## config.mk

```make
export PLATFORM = sky130hd
export DESIGN_NAME = feature_map_stream_reader
export DESIGN_NICKNAME = d
export VERILOG_FILES = /design/src/rtl/feature_map_stream_reader.sv
export SDC_FILE = /design/constraint.sdc
export NUM_CORES = 1
export LEC_CHECK = 0
export CAP_MARGIN = 20
export CORE_UTILIZATION = 29
export CTS_BUF_LIST = sky130_fd_sc_hd__clkbuf_2 sky130_fd_sc_hd__clkbuf_4 sky130_fd_sc_hd__clkbuf_8
export CTS_CLUSTER_SIZE = 16
export DETAILED_ROUTE_END_ITERATION = 12
export GPL_TIMING_DRIVEN = 0
export PLACE_DENSITY = 0.59
export SLEW_MARGIN = 15
export SYNTH_ARGS = -nofsm -noshare
export SYNTH_HDL_FRONTEND = slang
export SYNTH_SLANG_ARGS = --single-unit
export TNS_END_PERCENT = 30
```

## constraint.sdc

```tcl
create_clock -name clk -period 3.6 [get_ports clk]
set_input_delay 0.36 -clock clk [delete_from_list [all_inputs] [get_ports clk]]
set_output_delay 0.36 -clock clk [all_outputs]
set_load 0.02 [all_outputs]
```

## src/rtl/feature_map_stream_reader.sv

```systemverilog
// Feature-map RAM read client. It sweeps a run of word addresses and issues one read per word.
// Each PARA_Y-element word is serialised into a one-element-per-beat valid/ready stream.
module feature_map_stream_reader #(
   parameter int DATA_WIDTH      = 16,
   parameter int PARA_Y          = 3,
   parameter int READ_ADDR_WIDTH = 4,
   parameter int MAX_ADDR        = 7,
   parameter int LEN_WIDTH       = 4
) (
   input  logic                         clk,
   input  logic                         rst,
   input  logic                         start,
   input  logic [READ_ADDR_WIDTH-1:0]   base_addr,
   input  logic [LEN_WIDTH-1:0]         num_words,
   output logic                         busy,
   output logic                         done,
   output logic                         err,
   output logic                         ram_rd_req,
   output logic [READ_ADDR_WIDTH-1:0]   ram_addr_read,
   input  logic [PARA_Y*DATA_WIDTH-1:0] ram_dout,
   output logic                         m_valid,
   input  logic                         m_ready,
   output logic [DATA_WIDTH-1:0]        m_data,
   output logic                         m_last
);

   localparam int IDX_W = (PARA_Y > 1) ? $clog2(PARA_Y) : 1;
   localparam logic [IDX_W-1:0]         LAST_IDX   = IDX_W'(PARA_Y - 1);
   localparam logic [READ_ADDR_WIDTH:0] MAX_ADDR_L = (READ_ADDR_WIDTH + 1)'(MAX_ADDR);

   typedef enum logic [2:0] {
      S_IDLE,
      S_ISSUE,
      S_CAPTURE,
      S_SHIFT,
      S_DONE
   } state_t;

   state_t                              state;
   logic [READ_ADDR_WIDTH-1:0]          cur_addr;
   logic [LEN_WIDTH-1:0]                words_left;
   logic [IDX_W-1:0]                    elem_idx;
   logic [PARA_Y-1:0][DATA_WIDTH-1:0]   hold;

   logic [READ_ADDR_WIDTH-1:0]          next_addr;
   logic [IDX_W-1:0]                    idx_next;
   logic                                addr_ok;
   logic                                base_ok;
   logic                                next_ok;
   logic                                last_word;
   logic                                beat_fire;

   // NOTE: every always_comb output gets a default first so no path can infer a latch.
   always_comb begin
      next_addr = cur_addr + 1'b1;
      idx_next  = elem_idx + 1'b1;
      addr_ok   = ({1'b0, cur_addr}  < MAX_ADDR_L);
      base_ok   = ({1'b0, base_addr} < MAX_ADDR_L);
      next_ok   = ({1'b0, next_addr} < MAX_ADDR_L);
      last_word = (words_left == LEN_WIDTH'(1));
      beat_fire = m_valid && m_ready;
   end

   // NOTE: the element holding register is a pure datapath buffer that is always reloaded
   // before it is read, so it is left without reset.
   always_ff @(posedge clk) begin
      if (state == S_CAPTURE) hold <= ram_dout;
   end

   // NOTE: all state and registered outputs use non-blocking assignments so every read sees pre-edge values.
   always_ff @(posedge clk or posedge rst) begin
      if (rst) begin
         state         <= S_IDLE;
         cur_addr      <= '0;
         words_left    <= '0;
         elem_idx      <= '0;
         busy          <= 1'b0;
         done          <= 1'b0;
         err           <= 1'b0;
         ram_rd_req    <= 1'b0;
         ram_addr_read <= '0;
         m_valid       <= 1'b0;
         m_data        <= '0;
         m_last        <= 1'b0;
      end else begin
         done       <= 1'b0;
         ram_rd_req <= 1'b0;
         case (state)
            S_IDLE: begin
               if (start) begin
                  cur_addr   <= base_addr;
                  words_left <= num_words;
                  err        <= 1'b0;
                  busy       <= 1'b1;
                  if (num_words == '0) begin
                     state <= S_DONE;
                     done  <= 1'b1;
                  end else begin
                     // The read request is registered, so the range check is decided on entry to ISSUE.
                     state      <= S_ISSUE;
                     ram_rd_req <= base_ok;
                     if (base_ok) ram_addr_read <= base_addr;
                  end
               end
            end
            S_ISSUE: begin
               if (!addr_ok) begin
                  err   <= 1'b1;
                  state <= S_DONE;
                  done  <= 1'b1;
               end else begin
                  state <= S_CAPTURE;
               end
            end
            S_CAPTURE: begin
               state    <= S_SHIFT;
               elem_idx <= '0;
               m_valid  <= 1'b1;
               m_data   <= ram_dout[DATA_WIDTH-1:0];
               m_last   <= (LAST_IDX == '0) && last_word;
            end
            S_SHIFT: begin
               if (beat_fire) begin
                  if (elem_idx == LAST_IDX) begin
                     m_valid    <= 1'b0;
                     m_last     <= 1'b0;
                     words_left <= words_left - 1'b1;
                     if (!last_word) begin
                        state      <= S_ISSUE;
                        cur_addr   <= next_addr;
                        ram_rd_req <= next_ok;
                        if (next_ok) ram_addr_read <= next_addr;
                     end else begin
                        state <= S_DONE;
                        done  <= 1'b1;
                     end
                  end else begin
                     elem_idx <= idx_next;
                     m_data   <= hold[idx_next];
                     m_last   <= (idx_next == LAST_IDX) && last_word;
                  end
               end
            end
            S_DONE: begin
               busy  <= 1'b0;
               state <= S_IDLE;
            end
            default: state <= S_IDLE;
         endcase
      end
   end

endmodule

```

Yosys cells after proc, flatten, opt, wreduce, memory -nomap -nowiden
Index checks and enable logic that the tools add are counted.
{"block": "word_totals", "output_inout_bits": 26, "register_bits": 87, "in_bits": 60, "word_cells": 111}
{"block": "classes", "n_lt_le_gt_ge": 4, "n_eq_ne": 16, "reduce_logical": 17, "addsub": 3, "n_mux": 56}
{"op": "two-way mux 4 bit", "n": 14}
{"op": "two-way mux 16 bit", "n": 3}
{"op": "binary-select mux 16 bit (select 2 bit)", "n": 1}
{"op": "case mux 16 bit (2 select lines)", "n": 1}
{"op": "case mux 4 bit (2 select lines)", "n": 3}
{"op": "two-way mux 1 bit", "n": 18}
{"op": "two-way mux 3 bit", "n": 6}
{"op": "!= test 2 bit, second input constant", "n": 9}
{"op": "< comparator 4 x 3 -> 1 bit, second input constant", "n": 3}
{"op": "case mux 3 bit (4 select lines)", "n": 1}
{"op": "AND reduction 3 bit", "n": 4}
{"op": "case mux 1 bit (2 select lines)", "n": 5}
{"op": "AND reduction 8 bit", "n": 1}
{"op": "nonzero test 2 bit", "n": 4}
{"op": "== test 3 x 2 -> 1 bit, second input constant", "n": 2}
{"op": "AND reduction 5 bit", "n": 1}
{"op": "adder 4 x 1 -> 4 bit, second input constant", "n": 1}
{"op": "== test 2 bit, second input constant", "n": 2}
{"op": "== test 4 x 1 -> 1 bit, second input constant", "n": 1}
{"op": "logical NOT 4 bit", "n": 1}
{"op": "two-way mux 2 bit", "n": 2}
{"op": "case mux 2 bit (2 select lines)", "n": 1}
{"op": "AND reduction 2 bit", "n": 2}
{"op": "AND reduction 4 bit", "n": 1}
{"op": "8 further kinds", "n": 9}

Depth between registers and ports, before layout
{"block": "depth", "ltp_word": 7, "depth_mapped": 10, "depth_no_buf": 6}

Worst setup path after synthesis
OpenSTA, ideal clock, no wires.
{"block": "synth_timing", "kind": "reg-to-reg", "startpoint": "register state[0]", "endpoint": "register hold[0] in the netlist's numbering, enable pin", "setup_time_ps": 454, "period_less_slack_ps": 3061, "setup_slack_ps": 539, "stages_incl_launch_ff": 3, "required_ps": 3146, "path_buffers": 1, "arrival_ps": 2607, "path_cell_list": "dfrtp_1 > buf_2 > nor2_1"}
{"block": "synth_via", "elab_chain_cells": 1}
{"item": "start: declaration", "line": "39", "text": "state_t state;"}
{"item": "start signal: assignment", "line": "73", "text": "state <= S_IDLE;"}
{"item": "start signal: assignment", "line": "96", "text": "state <= S_DONE;"}
{"item": "start signal: assignment", "line": "100", "text": "state <= S_ISSUE;"}
{"item": "== test 3 x 2 -> 1 bit", "line": "67", "text": "if (state == S_CAPTURE) hold <= ram_dout;"}
{"item": "end signal: assignment", "line": "67"}
{"item": "end: declaration", "line": "43", "text": "logic [PARA_Y-1:0][DATA_WIDTH-1:0] hold;"}
Every way passes these cells.
A chain may end at the register's enable or synchronous reset.

Final worst setup path
{"block": "layout_timing", "startpoint": "register elem_idx[0]", "endpoint": "register m_data[7]"}
{"block": "layout_via", "elab_chain_cells": 6, "word_cells_on_any_way": 9, "classes_between": "1 x add/sub; 2 x eq/ne; 5 x mux; 1 x reduce/logical"}
{"item": "start: declaration", "line": "42", "text": "logic [IDX_W-1:0] elem_idx;"}
{"item": "start signal: assignment", "line": "138", "text": "elem_idx <= idx_next;"}
{"item": "adder 2 x 1 -> 2 bit", "line": "56", "text": "idx_next = elem_idx + 1'b1;"}
{"item": "binary-select mux 16 bit (select 2 bit)", "line": "139", "text": "m_data <= hold[idx_next];"}
{"item": "two-way mux 16 bit (not written as such)", "line": "139"}
{"item": "two-way mux 16 bit", "line": "124", "text": "if (elem_idx == LAST_IDX) begin"}
{"item": "two-way mux 16 bit", "line": "123", "text": "if (beat_fire) begin"}
{"item": "case mux 16 bit (2 select lines)", "line": "88", "text": "case (state)"}
{"item": "end signal: assignment", "line": "119", "text": "m_data <= ram_dout[DATA_WIDTH-1:0];"}
{"item": "end signal: assignment", "line": "139"}
{"item": "end: declaration", "line": "23", "text": "output logic [DATA_WIDTH-1:0] m_data,"}
Parallel ways exist; a longest one is shown, timed or not. The select of a mux whose other input is x is not followed.

==> impl_metrics.ini <==
[status]
status = finished, final reports clean

[clock_tree]
cts_setup_buffers = 0
cts_root_buf = clkbuf_8
cts_tree = built
clockBufferDepth = 2
clk_latency_ns = 0.37
clock_sinks = 87
cts_max_level = 3
cts_buffers = 9
path_clk_slew_ns = 0.10

[grt]
grt-ovfl-total = 0
antenna_found_initial = 1
grt_pass1_wl_um = 14500
met1_usage_pct = 17.3
grt_max_degree = 29
first_global_vias = 2894
grt_util_met2_pct = 25.2
met3_usage_pct = 3.84
grt-busiest-layer = met2
grt_use_total_pct = 14.4

[synth]
syn_avg_cell_area_sq_um = 12.7
netlist_instances = 299
synthTopCellsByArea = edfxtp_1 (38%), dfrtp_1 (26%), o21ai_0 (5.4%)
yosys_warnings = 0
yosysSeqAreaShare_pct = 63.6
synth-async-reset-ratio_pct = 44.8
synth_cell_types = 49
synth_top_area_cell = edfxtp_1
synth_edf_count = 48
yosysMostFrequentCell = edfxtp_1
synth_area_sq_um = 3800
synthTopCellsByCount = edfxtp_1 (48), o21ai_0 (41), dfrtp_1 (39)
synth_nets = 365
ys.flop_type = edfxtp_1
ys_ff_latch = 87
synth_top_area_share_pct = 37.9

[critical_path]
r2r_slack_ns = 0.47
r2r_start = elem_idx[0]$_DFFE_PP0P_
path_cells = clkbuf_1 > clkbuf_2 > inv_1 > ha_1 > buf_2 > nor2b_1 > buf_2 > a221o_1 > o21ai_0 > o21ai_0
cp_num_buf_inv = 5
slowest_delay_ns = 0.47
cp-start-kind = flip-flop
required_ns = 3.88
cpLargestDelayFamily = buffers and inverters
cp_max_fo = 10
slowest_stage = nor2b_1
critPathKind = flip-flop to flip-flop
critPathCaptureType = flip-flop
rr_endpoint = m_data[7]$_DFFE_PP0P_
reg2reg_depth = 10
worst-endpoint-arrival_ns = 3.41

[sta]
timing.fmax_mhz = 320
period_share_pct = 86.9
layout_min_cycle_time_ns = 3.13
finalClockSkew_ns = 0.0115
worstMarginPinSlew_ns = 0.791
slew_viol_final = 0
setup_viol = 0
hold_violations = 0
rsz0062_at_grt = no
max_slew_margin_pct = 47.1

[floorplanning]
rows = 41
die_x_um = 116
dieArea_sq_um = 13600
core_area_sq_um = 12700
pin_count = 86
start_util_pct = 29.9
fp.dieH_um = 116

[layout]
nFillCells = 1290
area_delta_synth_final_pct = 34.9
drive_gt1_share_pct = 14.4
final_area_sq_um = 5130
nets = 463

[drt]
drt-initial-drc-count = 104
wirelength_um = 9190
drcViolationCount = 0
ant_nets = 0
wl_per_cell_um = 16.0
num_vias = 2775
via_per_inst = 4.83
firstDrtPassIters = 4

[power]
comb_power_share_pct = 42.6
sw_frac_of_total_pct = 38.2
vdd_ir_drop_max_v = 0.000284
p_leak_nw = 1.91
intPower_mw = 2.52
p_per_area_nw_per_um2 = 794
power_frac_seq_pct = 39.4
p_switching_mw = 1.55
power_frac_clock_pct = 18.0
finalPower_mw = 4.07

[flow_run]
cap_violations = 0

[placed_design]
gp_congestion = 0.783
hpwlAfterDp_um = 6550
placed_cell_area_sq_um = 4910
portBuffers = 85

[min_path]
hold_class = input pin to async pin
-- cell families after synthesis --
logic type	Yosys count	synth area share (%)
AO/OA/AOI/OAI	91	16.7
XOR/XNOR	2	0.461
adder cells (fa/ha/maj)	6	1.98
buffers and inverters	27	3.13
flip-flops	87	63.6
multiplexers	19	5.60
AND/OR/NAND/NOR	67	8.53
-- per-stage QoR --
| stage | instances | hold slack [ns] | utilization (%) | setup TNS (ns) | setup WS, ns |
|---|---|---|---|---|---|
| finish | 575 | 0.254 | 40.3 | 0 | 0.473 |
| global route | 574 | 0.272 | 40.3 | 0 | 0.138 |
| CTS | 574 | 0.252 | 40.3 | 0 | 0.200 |
| detailed placement | 558 | 0.473 | 38.6 | 0 | 0.200 |
| global placement | 556 | 0.470 | 38.2 | -23.92 | -0.501 |
| floorplan | 299 | 0.459 | - | 0 | 0.539 |
-- sequential cells by signal (all words and copies together), names as in the netlist --
register	cells
hold	48
m_data	16
cur_addr	4
ram_addr_read	4
words_left	4
state	3
elem_idx	2
busy	1
done	1
err	1
m_last	1
m_valid	1
ram_rd_req	1
-- power groups by stage --
stage,Clock [mW],Sequential [mW],Combinational [mW]
after floorplan,0,1.74,0.939
after global placement,0,1.64,1.67
after detailed placement,0,1.63,1.76
after CTS,0.756,1.61,1.76
after global routing,0.787,1.64,1.91
final,0.731,1.61,1.73
-- worst register-to-register path: cells and delay by family (launching register included) --
| family | cells | cell delay [ns] |
|---|---|---|
| flip-flops | 1 | 0.35 |
| AND/OR/NAND/NOR | 1 | 0.47 |
| AO/OA/AOI/OAI | 3 | 0.42 |
| buffers and inverters | 5 | 1.52 |
| adder cells (fa/ha/maj) | 1 | 0.29 |
-- how the worst max path moves through the flow --
stage | from | cells past startpoint | end
6_report | elem_idx[0]$_DFFE_PP0P_ | 10 | m_data[7]$_DFFE_PP0P_
5_1_grt | elem_idx[0]$_DFFE_PP0P_ | 10 | m_data[4]$_DFFE_PP0P_
4_1_cts | elem_idx[0]$_DFFE_PP0P_ | 10 | m_data[7]$_DFFE_PP0P_
3_5_place_dp | elem_idx[0]$_DFFE_PP0P_ | 10 | m_data[8]$_DFFE_PP0P_
3_3_place_gp | state[0]$_DFFE_PP0P_ | 2 | hold[35]$_DFFE_PN_
2_1_floorplan | state[0]$_DFFE_PP0P_ | 2 | hold[0]$_DFFE_PN_
-- layer usage --
metal  wire [um]  vias up
li1            -     1315
met1        3990     1370
met2        4640       83
met3         491        7
met4          74        0
met5           0        -
-- cell usage in the layout, fill, tap and decap left out, types with 3 or more instances in the layout --
cell / netlist / final
nand2_1: 28 / 28
a221o_1: 15 / 15
ha_1: 6 / 6
nand3_1: 5 / 5
o21ai_0: 41 / 41
nand2b_1: 4 / 4
inv_1: 9 / 8
clkbuf_8: 0 / 10
edfxtp_1: 48 / 48
nor3b_1: 3 / 3
a21oi_1: 13 / 13
dfrtp_1: 39 / 39
mux2_2: 18 / 18
nor2_1: 15 / 14
clkdlybuf4s50_1: 0 / 85
inv_6: 0 / 4
buf_2: 8 / 8
clkbuf_1: 9 / 8
-- what timing repair did --
action | CTS | global route
resized for setup | 0 | 2
endpoints found under the setup margin | 0 | 8
hold buffers | 0 | 0
-- final cells by class --
class	instances	area [sq um]	share of cell area [%]
plain buffers	18	86.3	1.68
repair buffers	87	891	17.4
inverters	9	33.8	0.659
well taps	172	215	4.20
diodes	1	2.50	0.0488
multi-input cells	185	1270	24.8
clock inverters	6	72.6	1.42
flip-flops and latches	87	2420	47.1
clock buffers	10	138	2.68
Note: power is estimated with default switching activity, not from simulation.
